`config.mk`:
```
export PLATFORM = sky130hd
export DESIGN_NAME = seven_seg_scanner
export DESIGN_NICKNAME = d
export VERILOG_FILES = /design/src/rtl/seven_seg_pkg.sv /design/src/rtl/tick_gen.sv /design/src/rtl/seven_seg_scanner.sv
export SDC_FILE = /design/constraint.sdc
export NUM_CORES = 1
export LEC_CHECK = 0
export ABC_CLOCK_PERIOD_IN_PS = 3200
export BUFFER_PORTS_ARGS = -buffer_cell sky130_fd_sc_hd__buf_4
export CAP_MARGIN = 10
export CORE_ASPECT_RATIO = 1.75
export CORE_MARGIN = 3
export CORE_UTILIZATION = 40
export DETAILED_ROUTE_END_ITERATION = 10
export PLACE_DENSITY_LB_ADDON = 0.05
export REMOVE_ABC_BUFFERS = 1
export SLEW_MARGIN = 10
export SYNTH_ARGS = -nofsm -noshare
export SYNTH_HDL_FRONTEND = slang
export SYNTH_SLANG_ARGS = --single-unit
```
`constraint.sdc`:
```
create_clock -name clk -period 3.2 [get_ports clk]
set_input_delay 0.16 -clock clk [delete_from_list [all_inputs] [get_ports clk]]
set_output_delay 0.16 -clock clk [all_outputs]
set_load 0.01 [all_outputs]
```
`src/rtl/seven_seg_pkg.sv`:
```
// Shared widths and digit storage types for the seven-segment scanner.
package seven_seg_pkg;

    localparam int unsigned NUM_DIGITS = 8;
    localparam int unsigned SEL_W      = 3;
    localparam int unsigned NIBBLE_W   = 4;

    typedef logic [NIBBLE_W-1:0] digit_t;
    typedef digit_t [NUM_DIGITS-1:0] digit_array_t;

endpackage

```
`src/rtl/tick_gen.sv`:
```
// Slot prescaler: tick is high for the one cycle in which the count sits at TICK_DIV-1.
module tick_gen #(
    parameter int unsigned TICK_DIV = 100000
) (
    input  logic clk,
    input  logic rst,
    output logic tick
);

    localparam int unsigned CNT_W = (TICK_DIV > 2) ? $clog2(TICK_DIV) : 1;
    localparam logic [CNT_W-1:0] CNT_LAST     = CNT_W'(TICK_DIV - 1);
    localparam logic [CNT_W-1:0] CNT_PRE_LAST = CNT_W'(TICK_DIV - 2);

    logic [CNT_W-1:0] cnt;

    // tick is registered one count early so it lines up with cnt == TICK_DIV-1
    always_ff @(posedge clk or posedge rst) begin
        if (rst) begin
            cnt  <= '0;
            tick <= 1'b0;
        end else begin
            cnt  <= (cnt == CNT_LAST) ? '0 : cnt + CNT_W'(1);
            tick <= (cnt == CNT_PRE_LAST);
        end
    end

endmodule

```
`src/rtl/seven_seg_scanner.sv`:
```
// Eight-digit multiplexed display scanner with a shadow store published atomically at frame boundaries.
module seven_seg_scanner
    import seven_seg_pkg::*;
#(
    parameter int unsigned TICK_DIV = 100000
) (
    input  logic                clk,
    input  logic                rst,
    input  logic                wr_valid,
    output logic                wr_ready,
    input  logic [SEL_W-1:0]    wr_addr,
    input  logic [NIBBLE_W-1:0] wr_data,
    input  logic                commit_req,
    output logic [NIBBLE_W-1:0] digit_code,
    output logic [SEL_W-1:0]    sel,
    output logic                frame_done
);

    localparam logic [SEL_W-1:0] LAST_SEL = SEL_W'(NUM_DIGITS - 1);

    logic         slot_tick;
    logic         boundary;
    logic         commit_pending;
    digit_array_t shadow;
    digit_array_t active;

    tick_gen #(.TICK_DIV(TICK_DIV)) u_tick_gen (
        .clk  (clk),
        .rst  (rst),
        .tick (slot_tick)
    );

    // wr_ready is held as the register; a pending commit is simply its inverse
    assign commit_pending = ~wr_ready;
    assign boundary       = slot_tick && (sel == LAST_SEL);

    always_ff @(posedge clk or posedge rst) begin
        if (rst) begin
            sel        <= '0;
            frame_done <= 1'b0;
            wr_ready   <= 1'b1;
            shadow     <= '0;
            active     <= '0;
        end else begin
            if (slot_tick) begin
                sel <= sel + SEL_W'(1);
            end
            frame_done <= boundary;

            if (wr_valid && wr_ready) begin
                shadow[wr_addr] <= wr_data;
            end

            // Whole-frame publish; shadow is frozen while pending so the copy is coherent
            if (boundary && commit_pending) begin
                active   <= shadow;
                wr_ready <= 1'b1;
            end else if (commit_req && !commit_pending) begin
                wr_ready <= 1'b0;
            end
        end
    end

    assign digit_code = active[sel];

endmodule

```
## After elaboration in Yosys (flattened, before gate mapping)

Cells that the tools add are included.

- Output and inout port bits: 9
- Register bits after elaboration: 87
- Bits of input ports: 11
- Logic and storage cells: 44

- Magnitude comparators: 3
- Equal/unequal tests: 3
- $add $sub $neg: 2
- Muxes and demuxes: 8
- Bitwise gates (word level): 1
- Reduce and logical (&&, ||, !) cells: 6

Operators with widths:

| kind | number |
|---|---|
| $eq A17 B17 Y1 const B | 2 |
| $bwmux W32 | 1 |
| $add A17 B1 Y17 const B | 1 |
| $mux W17 | 1 |
| $bmux W4 S3 | 1 |
| $demux W4 S3 | 1 |
| $lt A3 B4 Y1 const B | 2 |
| $mux W4 | 2 |
| $logic_and A1 B1 Y1 | 5 |
| $add A3 B1 Y3 const B | 1 |
| $eq A3 B3 Y1 const B | 1 |
| $ge A3 B1 Y1 const B | 1 |
| $mux W1 | 2 |
| $reduce_bool A2 Y1 | 1 |
| $not A1 Y1 | 1 |

## Logic depth before layout (Yosys ltp)

- Word-level depth: 5
- Mapped depth: 6
- Gate-level depth less buffers: 5

## Modules after synthesis

From an unflattened synthesis, not the netlist that was laid out.

- Cell total of the unflattened synthesis: 254
- Area total of the unflattened synthesis: 3747.3 sq um

By module, submodules not included:

| module | seq. area each (sq um) | instances | area each (sq um) | cells an instance |
|---|---|---|---|---|
| seven_seg_scanner | 1727.9 | 1 | 2897.8 | 173 |
| tick_gen | 450.4 | 1 | 849.6 | 81 |

## Worst setup path after synthesis

No wires, ideal clock.

- Kind: flip-flop to flip-flop
- Start point: register sel[0]
- End point: register active[0] (netlist name)
- Path slack: 1.460 ns
- Arrival: 1.616 ns
- Required time: 3.075 ns
- Clock period less this slack: 1.740 ns
- Setup time: 0.125 ns
- Path buffers: 1
- Stages on the path, launching flop included: 7
- Path through: dfrtp_1 ha_1 ha_1 and2_1 nand2_1 buf_2 mux2_2

- Cells in the longest elaborated chain, start to end: 3

RTL lines:

| what | line | text |
|---|---|---|
| from (decl) | seven_seg_scanner.sv:15 | `output logic [SEL_W-1:0] sel,` |
| from (signal assigned) | seven_seg_scanner.sv:46 | `sel <= sel + SEL_W'(1);` |
| $eq A3 B3 Y1 | seven_seg_scanner.sv:35 | `assign boundary = slot_tick && (sel == LAST_SEL);` |
| $logic_and A1 B1 Y1 | seven_seg_scanner.sv:35 |  |
| net boundary | seven_seg_scanner.sv:22 | `logic boundary;` |
| $logic_and A1 B1 Y1 | seven_seg_scanner.sv:55 | `if (boundary && commit_pending) begin` |
| to (signal assigned) | seven_seg_scanner.sv:56 | `active <= shadow;` |
| to (decl) | seven_seg_scanner.sv:25 | `digit_array_t active;` |

The timed path passes the listed nets, and every way through them passes these cells.
A chain may end at the register's enable or synchronous reset.

## Worst setup path after layout

- Start point: register sel[1]
- End point: register active[17] (netlist name)

The elaborated chain is that of the path after synthesis.

==> flow_summary.json <==
{
  "status": "complete, no violations",
  "critPathRequiredTime_ns": 3.42,
  "totalWireLength_um": 7220,
  "fin_worst_skew_ns": 0.00333,
  "clk_pin_slew_ns": 0.06,
  "antenna_found_initial": 0,
  "vias_per_cell": 5.15,
  "dr_total_vias": 2069,
  "fmax_mhz": 442,
  "drt.antenna.violating_nets": 0,
  "timing.hold.ws_ns": 0.133,
  "synthFlopType": "dfrtp_1",
  "die_x_um": 78.6,
  "maxSlewViolCount": 0,
  "cts_made_buffers": 9,
  "netlist_area_sq_um": 3690,
  "rsz0062_at_grt": "false",
  "post-route-util": 0.487,
  "synth_edf_count": 0,
  "synth-seq-cells": 87,
  "synth.distinct_cells": 31,
  "hold_path_class": "primary input to flop",
  "root_buffer": "clkbuf_16",
  "cp_max_fo": 24,
  "leakage_nw": 2.11,
  "power_frac_seq": 0.509,
  "place_inst": 384,
  "power_density_nw_per_um2": 512,
  "synth_area_leaders": "dfrtp_1, mux2_2, mux4_2",
  "h-tree-depth": 3,
  "post-cts-setup-buffer-count": 0,
  "rrSetupSlack_ns": 0.94,
  "end_kind": "flop",
  "hpwl_um": 4930,
  "r2r_cells": 6,
  "finalPower_mw": 2.20,
  "num_io_pins": 20,
  "switchingPower_uw": 439,
  "synth_top_area_cell": "dfrtp_1",
  "drtIter0Drc": 105,
  "gp_congestion": 0.719,
  "yosysMostFrequentCell": "dfrtp_1",
  "grt_start_max_net_pins": 58,
  "combinationalPowerShare": 0.026,
  "core_sq_um": 8840,
  "final_nets": 295,
  "antenna_cells": 0,
  "synthTopCellsByCount": "dfrtp_1, mux2_2, nor2_1",
  "cts_max_path_buffers": 2,
  "hold_depth": 2,
  "arrival_ns": 2.48,
  "initial_utilization": 0.417,
  "p_int_mw": 1.76,
  "tightest_slew_ns": 0.647,
  "worst_r2r_startpoint": "sel[1]",
  "period_minus_slack_ns": 2.26,
  "area_growth_pct": 16.6,
  "cap_viol_max_count": 0,
  "ctsHoldBuffers": 2,
  "crit_type": "flop to flop",
  "port_buffers": 19,
  "first_pass_iters": 4,
  "cts_resized": 0,
  "insertion_delay_ns": 0.33,
  "grt_use_total": 0.152,
  "hold_viol": 0,
  "die_h_um": 133,
  "p_sw_frac": 0.199,
  "layout.cells.non_filler": 402,
  "crit_path_start_kind": "flop",
  "r2r_end": "active[17]",
  "peakVddDrop_v": 0.000284,
  "holdPathEnd": "shadow[20]",
  "synth-seq-area-share": 0.590,
  "avgSynthCellArea_sq_um": 14.6,
  "clock-sinks": 87,
  "grt_pass1_vias": 2202,
  "power.share.clock": 0.465,
  "synth_top_area_share": 0.583,
  "overflow": 0,
  "tns_ns": 0,
  "grt_first_pass_wirelength_um": 11700,
  "ys_async_sr_fraction": 1.00,
  "drive_gt1_frac": 0.411,
  "maxSlewHeadroom": 0.567,
  "ys_warn_count": 0,
  "drc": 0,
  "num_rows": 45,
  "syn_inst": 252,
  "setup_violations": 0,
  "cts_tree": "built",
  "die_area_sq_um": 10500,
  "wl_per_cell_um": 18.0,
  "hp-start": "wr_data[0]",
  "finalCritPeriodShare": 0.707
}
-- routing by layer --
layer  up-vias  part of all wire  track usage
met3        14             0.020       0.0307
met4         0             0.021       0.0700
met1      1077              0.41        0.176
li1        960                 -            -
met2        18              0.55        0.264
met5         -                 0            0
-- state kept, by name, summed over array words and instances (netlist names) --
name	count
wr_ready	1
u_tick_gen.tick	1
u_tick_gen.cnt	17
active	32
shadow	32
frame_done	1
sel	3
-- per-stage QoR --
stage / setup WS (ns) / area, sq um
3_3_place_gp: 0.968 / 3990
5_1_grt: 0.781 / 4300
2_1_floorplan: 0.791 / 3650
3_5_place_dp: 0.914 / 3990
4_1_cts: 0.906 / 4300
6_report: 0.938 / 4300
-- kinds of logic (layout without fill, tap and decap cells) --
family,Yosys count,count (layout),share of synthesized area
muxes,78,78,0.262
DFF,87,87,0.590
and+or+nand+nor,53,53,0.0787
adders and majority gates,4,4,0.0136
xor gates and xnor gates,13,13,0.0309
buffers and inverters,11,44,0.0146
AOI/OAI and AO/OA,6,6,0.00950
-- area by class of cell --
cell class	instances	area [sq um]
clock buffer	13	250
clock inverter	3	42.5
fill	792	4540
inverter	4	16.3
multi-input combinational	154	1460
sequential	87	2180
tap	117	146
timing repair buffer	24	210
-- how the worst max path moves through the flow --
stage          startpoint          to  slack (ns)  depth (start not counted)
3_3_place_gp       sel[1]  active[21]        0.97                          6
3_5_place_dp       sel[1]  active[17]        0.91                          6
4_1_cts            sel[1]   active[5]        0.91                          6
5_1_grt            sel[1]  active[12]        0.78                          6
6_report           sel[1]  active[17]        0.94                          6
2_1_floorplan         rst   active[0]        0.79                          1
-- critical path, cell delays in order (launching register included) --
cell	delay, ns
dfrtp_1	0.58
ha_1	0.30
ha_1	0.17
and2_1	0.14
nand2_1	0.35
buf_12	0.24
mux2_2	0.35
-- power by group through the flow --
stage,Sequential [mW],Clock (mW),Combinational (mW)
6_report,1.12,1.02,0.0583
4_1_cts,1.12,1.06,0.0615
5_1_grt,1.12,1.10,0.0660
2_1_floorplan,1.14,0,0.0309
3_3_place_gp,1.14,0,0.0581
3_5_place_dp,1.14,0,0.0593
-- placed cells by master (no fill, tap or decap) --
| cell type | synthesis | layout |
|---|---|---|
| nand2b_1 | 2 | 2 |
| ha_1 | 4 | 4 |
| and3_1 | 1 | 1 |
| and4_1 | 3 | 3 |
| or4_1 | 2 | 2 |
| o21ai_0 | 2 | 2 |
| clkbuf_8 | 0 | 1 |
| nor2_1 | 14 | 14 |
| or4b_1 | 1 | 1 |
| dlygate4sd3_1 | 0 | 2 |
| and2_1 | 1 | 1 |
| nor3_1 | 1 | 1 |
| clkbuf_1 | 2 | 3 |
| xor2_1 | 9 | 9 |
| xnor2_1 | 4 | 4 |
| a21oi_1 | 2 | 2 |
| and2b_1 | 1 | 1 |
| nand4_1 | 3 | 3 |
| clkinv_2 | 0 | 2 |
| o31ai_1 | 1 | 1 |
| clkinvlp_4 | 0 | 1 |
| mux4_2 | 8 | 8 |
| o211ai_1 | 1 | 1 |
| dfrtp_1 | 86 | 86 |
| mux2_2 | 70 | 70 |
| inv_1 | 4 | 3 |
| nand2_1 | 8 | 8 |
| nand3b_1 | 1 | 1 |
| bufinv_16 | 0 | 1 |
| dfstp_2 | 1 | 1 |
| buf_4 | 0 | 20 |
| clkbuf_16 | 0 | 9 |
| buf_12 | 0 | 2 |
| nand3_1 | 9 | 9 |
| or3_1 | 4 | 4 |
| nor4_2 | 1 | 1 |
| and4_2 | 1 | 1 |
(Power assumes the default switching activity.)
